$ cat src/rtl/multicycle_ctrl.sv
// Multi-cycle control unit: fetches an instruction word into the IR and sequences
// it through FETCH/DECODE/EXEC/MEM/WB, driving the datapath mux selects and strobes.
module multicycle_ctrl #(
  parameter int N = 8,
  parameter int P = 8
) (
  input  logic         clk,
  input  logic         rst,
  input  logic [N+7:0] instr,
  input  logic         instr_valid,
  output logic         instr_ready,
  output logic [P-1:0] pc,
  input  logic         mem_ack,
  output logic         mem_req,
  output logic [1:0]   RDst3,
  output logic [1:0]   RSrc1,
  output logic [N-1:0] Src2,
  output logic [2:0]   ALUOp,
  output logic         WE,
  output logic         ALUSrc2,
  output logic         ALUorM,
  output logic         RegWrite,
  output logic [2:0]   dbg_state
);

  typedef enum logic [2:0] {
    S_FETCH  = 3'd0,
    S_DECODE = 3'd1,
    S_EXEC   = 3'd2,
    S_MEM    = 3'd3,
    S_WB     = 3'd4
  } state_t;

  localparam logic [2:0] OP_NOP = 3'b000;
  localparam logic [2:0] OP_LD  = 3'b110;
  localparam logic [2:0] OP_ST  = 3'b111;

  state_t       state;
  logic [N+7:0] ir;
  logic [3:0]   opcode;
  logic         is_ld;
  logic         is_st;

  assign opcode = ir[N+7:N+4];
  assign is_ld  = (opcode[2:0] == OP_LD);
  assign is_st  = (opcode[2:0] == OP_ST);

  // Handshake: instr is taken on a rising edge where instr_valid && instr_ready;
  // instr_ready is high only in FETCH outside reset. mem_req stays high in MEM
  // until mem_ack is sampled high on a rising edge; mem_ack is ignored elsewhere.
  always_ff @(posedge clk) begin
    if (rst) begin
      state <= S_FETCH;
      pc    <= '0;
      ir    <= '0;
    end else begin
      case (state)
        S_FETCH: begin
          if (instr_valid) begin
            ir    <= instr;
            pc    <= pc + P'(1);
            state <= S_DECODE;
          end
        end
        S_DECODE: state <= (opcode[2:0] == OP_NOP) ? S_FETCH : S_EXEC;
        S_EXEC:   state <= (is_ld || is_st) ? S_MEM : S_WB;
        S_MEM: begin
          if (mem_ack) state <= is_ld ? S_WB : S_FETCH;
        end
        S_WB:     state <= S_FETCH;
        default:  state <= S_FETCH;
      endcase
    end
  end

  // IR field and operand-select decodes; stable from DECODE until the next IR load.
  assign RDst3   = ir[N+3:N+2];
  assign RSrc1   = ir[N+1:N];
  assign Src2    = ir[N-1:0];
  assign ALUOp   = opcode[2:0];
  assign ALUSrc2 = opcode[3] | is_ld | is_st;
  assign ALUorM  = is_ld;

  // Strobes are forced low while rst is asserted so a reset in MEM drops the request at once.
  assign instr_ready = (state == S_FETCH) && !rst;
  assign mem_req     = (state == S_MEM) && !rst;
  assign RegWrite    = (state == S_WB) && !rst;
  assign WE          = is_st && !rst &&
                       ((state == S_DECODE) || (state == S_EXEC) || (state == S_MEM));

  assign dbg_state = state;

endmodule

$ cat config.mk
export PLATFORM = sky130hd
export DESIGN_NAME = multicycle_ctrl
export DESIGN_NICKNAME = d
export VERILOG_FILES = /design/src/rtl/multicycle_ctrl.sv
export SDC_FILE = /design/constraint.sdc
export NUM_CORES = 1
export LEC_CHECK = 0
export CELL_PAD_IN_SITES_DETAIL_PLACEMENT = 1
export CELL_PAD_IN_SITES_GLOBAL_PLACEMENT = 2
export CORE_ASPECT_RATIO = 0.7
export CORE_MARGIN = 5
export CORE_UTILIZATION = 20
export CTS_CLUSTER_SIZE = 24
export DETAILED_ROUTE_END_ITERATION = 12
export HOLD_SLACK_MARGIN = 0.02
export PLACE_DENSITY = 0.75
export SLEW_MARGIN = 30
export SYNTH_ARGS = -nofsm -noshare
export SYNTH_HDL_FRONTEND = slang
export SYNTH_SLANG_ARGS = --single-unit
$ cat constraint.sdc
create_clock -name clk -period 1.75 [get_ports clk]
set_clock_uncertainty 0.1 [all_clocks]
set_input_delay 0.35 -clock clk [delete_from_list [all_inputs] [get_ports clk]]
set_output_delay 0.35 -clock clk [all_outputs]
set_load 0.1 [all_outputs]
; ---- Yosys cells after proc, flatten, opt, wreduce, memory -nomap -nowiden
; Cells that the tools add are included.
; Widths: inputs -> output; s select.
[totals]
reg_bits = 27
latch_bits = 0
mem_bits_rw = 0
rom_bits = 0
input_bits = 20
out_inout_bits = 32
elab_cells = 33
mem_count = 0
[classes]
n_addsub = 1
n_mul = 0
div_mod_pow = 0
order_cmp = 0
eq_ne = 8
shift = 0
muxes = 6
bitwise_logic = 2
reduce_logical = 13
[ops]
columns = operator, n
row1 = $mux 3, 4
row2 = $pmux 3 s4, 1
row3 = $eq 3x3->1 const B, 3
row4 = $add 8x1->8 const B, 1
row5 = $eq 3x2->1 const B, 2
row6 = $logic_not 3->1, 2
row7 = $logic_and 1x1->1, 5
row8 = $ne 2x2->1 const B, 2
row9 = $reduce_and 2->1, 2
row10 = $eq 3x1->1 const B, 1
row11 = $logic_or 1x1->1, 3
row12 = $mux 2, 1
row13 = $or 1x1->1, 2
row14 = $logic_not 1->1, 1

; ---- Logic depth before layout (Yosys ltp)
; Gate-level depths: netlist (run 1).
[depth]
depth_word = 4
ltp_mapped = 5

; ---- Worst setup path after synthesis (run 1)
; No wires, ideal clock.
[synth_path]
path_type = register to output
startpoint = register state[0] (netlist: dbg_state[0])
endpoint = output WE
t_arrival_ns = 4.254
setup_slack_ns = -2.954
path_stages_with_launch = 4
n_path_buf = 1
cell_sequence = dfxtp_1 clkbuf_1 o21ai_0 nor4_1
[synth_via]
elab_chain_cells = 4
word_cells_on_any_way = 6
cone_classes = eq/ne (3) / reduce/logical (3)
[synth_lines]
columns = element, line_no
row1 = "start, declared", 38  ; state_t state;
row2 = "start signal, assigned", 65  ; S_DECODE: state <= (opcode[2:0] == OP_NOP) ? S_FETCH : S_EXEC;
row3 = "start signal, assigned", 66  ; S_EXEC: state <= (is_ld || is_st) ? S_MEM : S_WB;
row4 = "start signal, assigned", 68  ; if (mem_ack) state <= is_ld ? S_WB : S_FETCH;
row5 = $eq 3x1->1 / $eq 3x2->1 (equally long branches), 89  ; ((state == S_DECODE) || (state == S_EXEC) || (state == S_MEM));
row6 = $logic_or 1x1->1, 89
row7 = $logic_or 1x1->1 (*), 89
row8 = $logic_and 1x1->1 (*), 88  ; assign WE = is_st && !rst &&
row9 = "end, declared", 19  ; output logic WE,
; Every way passes the cells marked *; elsewhere a longest branch is shown, timed or not.

; ---- Worst setup path after layout (run 1)
[layout_path]
startpoint = register state[2] (netlist: dbg_state[2])
endpoint = output WE
; The elaborated chain is that of the path after synthesis.

==> impl_metrics.json, run 1 <==
{
  "vias_per_cell": 4.34,
  "class_of_the_worst_hold_path": "reg -> reg",
  "most_used_flip_flop_cell_after_synthesis": "sky130_fd_sc_hd__dfxtp_1",
  "antenna_cells": 0,
  "ys_async_sr_fraction": 0,
  "ant_nets": 0,
  "synth_top_area_share": 0.432,
  "slowest_stage": "sky130_fd_sc_hd__dfxtp_4",
  "maximum_number_of_pins_on_one_net_before_global_route_repair": 26,
  "worst_path_most_repeated_cell": "sky130_fd_sc_hd__buf_12",
  "power.static_leakage_nw": 0.925,
  "first_global_vias": 1321,
  "crit_path_cell_trace": "buf_12, nor4_4, buf_12",
  "grt_setup_unrepaired": "true",
  "data_arrival_time_of_the_critical_path_ns": 1.35,
  "worst_slew_pin_slew_ns": 0.310,
  "drt_first_iter_violations": 31,
  "gp_congestion": 0.739,
  "max-slew-margin-rel": 0.793,
  "peakVddDrop_mv": 0.369,
  "status": "complete, but fails checks",
  "layout_common_cells": "sky130_fd_sc_hd__nand2_1 (38), sky130_fd_sc_hd__buf_12 (36), sky130_fd_sc_hd__a21oi_1 (22), sky130_fd_sc_hd__dfxtp_1 (18), sky130_fd_sc_hd__clkdlybuf4s50_1 (17)",
  "ctsHoldBuffers": 0,
  "initial_core_utilization": 0.203,
  "drt_pass1_iterations": 4,
  "report.final.setup_viol": 4,
  "worstPathRequired_ns": 1.30,
  "place_inst": 278,
  "cts_tree": "done",
  "synth.yosys.seq_area_share": 0.432,
  "gr-usage-all-layers": 0.102,
  "slew_violations": 0,
  "cp-end-kind": "primary output",
  "gr-total-overflow": 0,
  "crit_path_max_fanout": 6,
  "p_per_area_nw_per_um2": 717,
  "route.final.wire_length_um": 4080,
  "synth.ff_latch_count": 27,
  "final_critical_path_setup_slack_ns": -0.0518,
  "final.fill_count": 678,
  "power.share.clock": 0.213,
  "clkLatencyLatePin_ns": 0.28,
  "cts_num_sinks": 27,
  "routedWlPerCell_um": 14.0,
  "synthDominantAreaCellType": "sky130_fd_sc_hd__dfxtp_1",
  "dp_hpwl_um": 3010,
  "synthToLayoutAreaGrowth_pct": 95.4,
  "net_count_synth": 179,
  "final_cell_area_um2": 2440,
  "max-cap-violations": 0,
  "placement.io_buffers": 51,
  "cts_htree_levels": 1,
  "dpl_cell_area_um2": 2230,
  "synth_cells": 158,
  "post_synth_instance_area_um2": 1250,
  "clk_slew_on_worst_s_h_paths_ns": 0.10,
  "clock_tree.root_cell": "sky130_fd_sc_hd__clkbuf_8",
  "die_h_um": 76.1,
  "achievable-frequency_ghz": 0.555,
  "final_layout_size_suffix_gt1_frac": 0.390,
  "final.setup.tns_ns": -0.0703,
  "final_hold_viol_count": 0,
  "placement_rows": 24,
  "most_common_cell_after_layout_fill_and_taps_aside": "sky130_fd_sc_hd__nand2_1",
  "violations": "negative setup slack",
  "drc": 0,
  "power_switching_w": 0.000661,
  "cp_slowest_stage_delay_ns": 0.37,
  "synth_enable_flop_cells": 0,
  "netlist-cell-type-count": 30,
  "share_seq_of_total_power": 0.394,
  "worst_setup_path_start_kind": "register",
  "io_pins": 52,
  "share_comb_of_total_power": 0.393,
  "cell_internal_pwr_w": 0.00109,
  "final_min_period_over_clock_period": 1.03,
  "finish.cell_count_without_fillers": 291,
  "clockBufferDepth": 2,
  "first_pass_grt_wire_length_um": 6870,
  "fin_nets": 235,
  "design.die.area_um2": 7960,
  "syn_area_per_cell_um2": 7.91,
  "core_region_area_um2": 6160,
  "ys_warn_count": 0,
  "cts_made_buffers": 3,
  "routed-via-count": 1262,
  "post-route-min-period_ns": 1.80,
  "number_of_antenna_violations_at_the_first_check_in_global_routing": 0,
  "die_width_um": 104,
  "setup.worst_path.class": "reg -> out",
  "synth_area_leaders": "sky130_fd_sc_hd__dfxtp_1 (43%), sky130_fd_sc_hd__nand2_1 (11%), sky130_fd_sc_hd__a21oi_1 (9.6%), sky130_fd_sc_hd__buf_4 (9.0%), sky130_fd_sc_hd__nand3_1 (2.4%)",
  "power.switching_fraction": 0.378
}
==> final timing paths <==
kind,from,to,slack [ns],cells past startpoint
worst min register to register,ir[15]$_SDFFE_PP0P_,ir[15]$_SDFFE_PP0P_,0.37,2
worst max-delay path,dbg_state[2]$_SDFFE_PP0P_,WE,-0.05,3
worst max register to register,dbg_state[2]$_SDFFE_PP0P_,pc[7]$_SDFFE_PP0P_,0,3
worst min-delay path,ir[15]$_SDFFE_PP0P_,ir[15]$_SDFFE_PP0P_,0.37,2
==> per-layer routing <==
metal / up-vias / wire (um) / global-route usage
li1: 636 / - / -
met1: 590 / 1970 / 0.140
met2: 34 / 1870 / 0.156
met3: 2 / 237 / 0.0415
met4: 0 / 4 / 0.00776
met5: - / 0 / 0
==> power by group through the flow <==
| stage | Clock (W) | Combinational, W | Sequential (W) |
|---|---|---|---|
| 3_5_place_dp | 0 | 0.000651 | 0.000701 |
| 2_1_floorplan | 0 | 0.000363 | 0.000753 |
| 3_3_place_gp | 0 | 0.000647 | 0.000701 |
| 5_1_grt | 0.000417 | 0.000722 | 0.000696 |
| 4_1_cts | 0.000390 | 0.000682 | 0.000689 |
| 6_report | 0.000373 | 0.000688 | 0.000689 |
==> metrics by stage <==
step	utilization	power, W	hold slack (ns)	setup WS (ns)
2_1_floorplan	-	0.00112	0.331	-0.584
3_3_place_gp	0.362	0.00135	0.344	-0.463
3_5_place_dp	0.362	0.00135	0.353	-0.487
4_1_cts	0.386	0.00176	0.375	-0.103
5_1_grt	0.397	0.00183	0.400	-0.0930
6_report	0.397	0.00175	0.368	-0.0518
==> area by class of cell <==
| type | count | area, um2 | share of cell area |
|---|---|---|---|
| inverters | 1 | 3.75 | 0.00154 |
| flip-flops and latches | 27 | 559 | 0.229 |
| clock buffers | 3 | 41.3 | 0.0169 |
| well taps | 78 | 97.6 | 0.0400 |
| repair buffers | 75 | 1070 | 0.440 |
| clock inverters | 1 | 6.26 | 0.00256 |
| multi-input cells | 106 | 661 | 0.270 |
==> kinds of logic (layout without fill, tap and decap cells) <==
group | count (synthesis) | after routing | synth area share
AND/OR/NAND/NOR | 69 | 69 | 0.272
AO/OA/AOI/OAI | 34 | 34 | 0.148
flip-flops | 27 | 27 | 0.432
buffers and inverters | 25 | 80 | 0.121
adder cells (fa/ha/maj) | 1 | 1 | 0.0100
XOR/XNOR | 1 | 1 | 0.00701
multiplexers | 1 | 1 | 0.00901
==> registers in the layout, summed over array words and instances (netlist names) <==
name	count
ir	16
pc	8
dbg_state	3
==> critical path: cells and delay by family, from the launching register on <==
kind	cells	cell delay [ns]
buf+inv	2	0.36
flops	1	0.37
simple gates	1	0.34
==> timing repair <==
item | in CTS | in global routing
setup buffers | 5 | 4
pin swaps | 5 | 8
gates resized for setup | 18 | 9
setup endpoints to repair | 9 | 6
==> synthesized netlist by cell type (2+ instances only) <==
| library cell | instances |
|---|---|
| sky130_fd_sc_hd__nor2_1 | 5 |
| sky130_fd_sc_hd__or3_1 | 3 |
| sky130_fd_sc_hd__buf_4 | 15 |
| sky130_fd_sc_hd__nand2b_1 | 2 |
| sky130_fd_sc_hd__nor4_1 | 2 |
| sky130_fd_sc_hd__o31ai_1 | 2 |
| sky130_fd_sc_hd__nand2_1 | 38 |
| sky130_fd_sc_hd__dfxtp_1 | 27 |
| sky130_fd_sc_hd__or4_1 | 3 |
| sky130_fd_sc_hd__a21oi_1 | 24 |
| sky130_fd_sc_hd__clkbuf_1 | 8 |
| sky130_fd_sc_hd__nand3_1 | 6 |
| sky130_fd_sc_hd__nor2b_1 | 2 |
| sky130_fd_sc_hd__o21ai_0 | 5 |
Note: power is estimated with default switching activity, not from simulation.
==> run 2, diff against run 1 <==
==> constraint.sdc (replaced) <==
create_clock -name clk -period 1.5 [get_ports clk]
set_clock_uncertainty 0.1 [all_clocks]
set_input_delay 0.3 -clock clk [delete_from_list [all_inputs] [get_ports clk]]
set_output_delay 0.3 -clock clk [all_outputs]
set_load 0.1 [all_outputs]
==> impl_metrics.json, run 2 (synthesized netlist as in run 1, its figures left out) <==
{
  "gr-total-overflow": 0,
  "die_width_um": 104,
  "layout_common_cells": "sky130_fd_sc_hd__buf_12 (38), sky130_fd_sc_hd__a21oi_2 (19), sky130_fd_sc_hd__clkdlybuf4s50_1 (17)",
  "route.final.wire_length_um": 4410,
  "setup.worst_path.class": "reg -> reg",
  "core_region_area_um2": 6160,
  "cp_slowest_stage_delay_ns": 0.58,
  "violations": "negative setup slack",
  "reg2regPathDepth": 3,
  "most_common_cell_after_layout_fill_and_taps_aside": "sky130_fd_sc_hd__buf_12",
  "gp_congestion": 0.699,
  "multiInputGateArea_um2": 878,
  "die_h_um": 76.1,
  "grtUsageMet1": 0.158,
  "gr-usage-met3": 0.0406,
  "first_global_vias": 1412,
  "max-slew-margin-rel": 0.808,
  "largest_reg_flops": 16,
  "drc": 0,
  "crit_path_cell_trace": "or4b_4, or4_4, a21oi_2",
  "worst_slew_pin_slew_ns": 0.288,
  "number_of_antenna_violations_at_the_first_check_in_global_routing": 0,
  "rr_endpoint": "pc[6]$_SDFFE_PP0P_",
  "initial_core_utilization": 0.203,
  "worstPathRequired_ns": 1.62,
  "cp-endpoint": "pc[6]$_SDFFE_PP0P_",
  "grt_setup_unrepaired": "true",
  "final.setup.tns_ns": -4.14,
  "worst_setup_path_start_kind": "register",
  "routed-via-count": 1328,
  "cts_num_sinks": 27,
  "clock_tree.root_cell": "sky130_fd_sc_hd__clkbuf_8",
  "gr-usage-all-layers": 0.112,
  "drt_pass1_iterations": 4,
  "register_area_um2": 566,
  "peakVddDrop_mv": 0.364,
  "first_pass_grt_wire_length_um": 7250,
  "synthToLayoutAreaGrowth_pct": 123,
  "status": "complete, but fails checks",
  "antenna_cells": 0,
  "design.die.area_um2": 7960,
  "placement.io_buffers": 51,
  "report.final.setup_viol": 30,
  "vias_per_cell": 4.44,
  "top_register": "ir",
  "class_of_the_worst_hold_path": "reg -> reg",
  "post-route-min-period_ns": 1.71,
  "clockBufferDepth": 2,
  "fin_nets": 243,
  "max-cap-violations": 0,
  "crit_path_max_fanout": 5,
  "cp-end-kind": "register",
  "dp_hpwl_um": 3030,
  "global_route.peak_usage_layer": "met2",
  "cts_made_buffers": 3,
  "final_min_period_over_clock_period": 1.14,
  "placement_rows": 24,
  "met2_demand_to_capacity_share_in_global_routing": 0.166,
  "final_layout_size_suffix_gt1_frac": 0.629,
  "achievable-frequency_ghz": 0.584,
  "cts_tree": "done",
  "clkLatencyLatePin_ns": 0.28,
  "power.static_leakage_nw": 1.08,
  "maximum_number_of_pins_on_one_net_before_global_route_repair": 17,
  "cp-startpoint": "dbg_state[0]$_SDFFE_PP0P_",
  "p_per_area_nw_per_um2": 779,
  "final_critical_path_setup_slack_ns": -0.213,
  "data_arrival_time_of_the_critical_path_ns": 1.83,
  "worstReg2RegStart": "dbg_state[0]$_SDFFE_PP0P_",
  "cts_htree_levels": 1,
  "final_hold_viol_count": 0,
  "worst-r2r-setup-slack_ns": -0.21,
  "drt_first_iter_violations": 24,
  "io_pins": 52,
  "clk_slew_on_worst_s_h_paths_ns": 0.10,
  "routedWlPerCell_um": 14.7,
  "slew_violations": 0,
  "ant_nets": 0,
  "fin_hold_ws_ns": 0.377,
  "slowest_stage": "sky130_fd_sc_hd__or4b_4",
  "final.fill_count": 654
}
run 2: what timing repair did:
item                       CTS  global route
pin swaps                   22            29
hold buffers                 0             0
hold endpoints to repair     0             0
setup buffers               11             2
resized for setup           47            55
setup endpoints to repair   29            34
gates cloned                 1             0
run 2: area by class of cell:
cell class / count / area share
Clock buffer: 3 / 0.0148
Sequential cell: 27 / 0.203
Tap cell: 78 / 0.0349
Multi-Input combinational cell: 106 / 0.315
Inverter: 1 / 0.00134
Timing Repair Buffer: 83 / 0.430
Clock inverter: 1 / 0.00179
run 2: routing by layer:
layer	routed length, um	up-vias
li1	-	652
met1	2190	642
met2	1970	32
met3	226	2
met4	21	0
met5	0	-
run 2: critical path: cells and delay by family (launching register included):
family / cells / cell delay [ns]
AOI/OAI and AO/OA: 1 / 0.12
DFF: 1 / 0.36
and+or+nand+nor: 2 / 1.08
run 2: where the power goes:
group | switching, W | internal (W)
Clock | 0.000236 | 0.000186
Combinational | 0.000556 | 0.000401
Sequential | 0.0000397 | 0.000756
Total | 0.000832 | 0.00134
run 2: worst min-delay path by stage:
stage / from / endpoint / slack (ns) / cells after the start
final: ir[15]$_SDFFE_PP0P_ / ir[15]$_SDFFE_PP0P_ / 0.38 / 2
after floorplan: ir[15]$_SDFFE_PP0P_ / ir[15]$_SDFFE_PP0P_ / 0.33 / 2
after global routing: ir[15]$_SDFFE_PP0P_ / ir[15]$_SDFFE_PP0P_ / 0.40 / 2
after global placement: ir[15]$_SDFFE_PP0P_ / ir[15]$_SDFFE_PP0P_ / 0.35 / 2
after detailed placement: ir[15]$_SDFFE_PP0P_ / ir[15]$_SDFFE_PP0P_ / 0.36 / 2
after CTS: ir[15]$_SDFFE_PP0P_ / ir[15]$_SDFFE_PP0P_ / 0.38 / 2
run 2: metrics by stage:
step           std cells  setup WS, ns  utilization  total power [W]  area, um2
2_1_floorplan        158        -0.784            -          0.00131       1390
3_3_place_gp         281        -0.625        0.370          0.00159       2280
3_5_place_dp         281        -0.659        0.370          0.00160       2280
4_1_cts              297        -0.270        0.418          0.00212       2570
5_1_grt              299        -0.286        0.454          0.00228       2790
6_report             299        -0.213        0.454          0.00217       2790
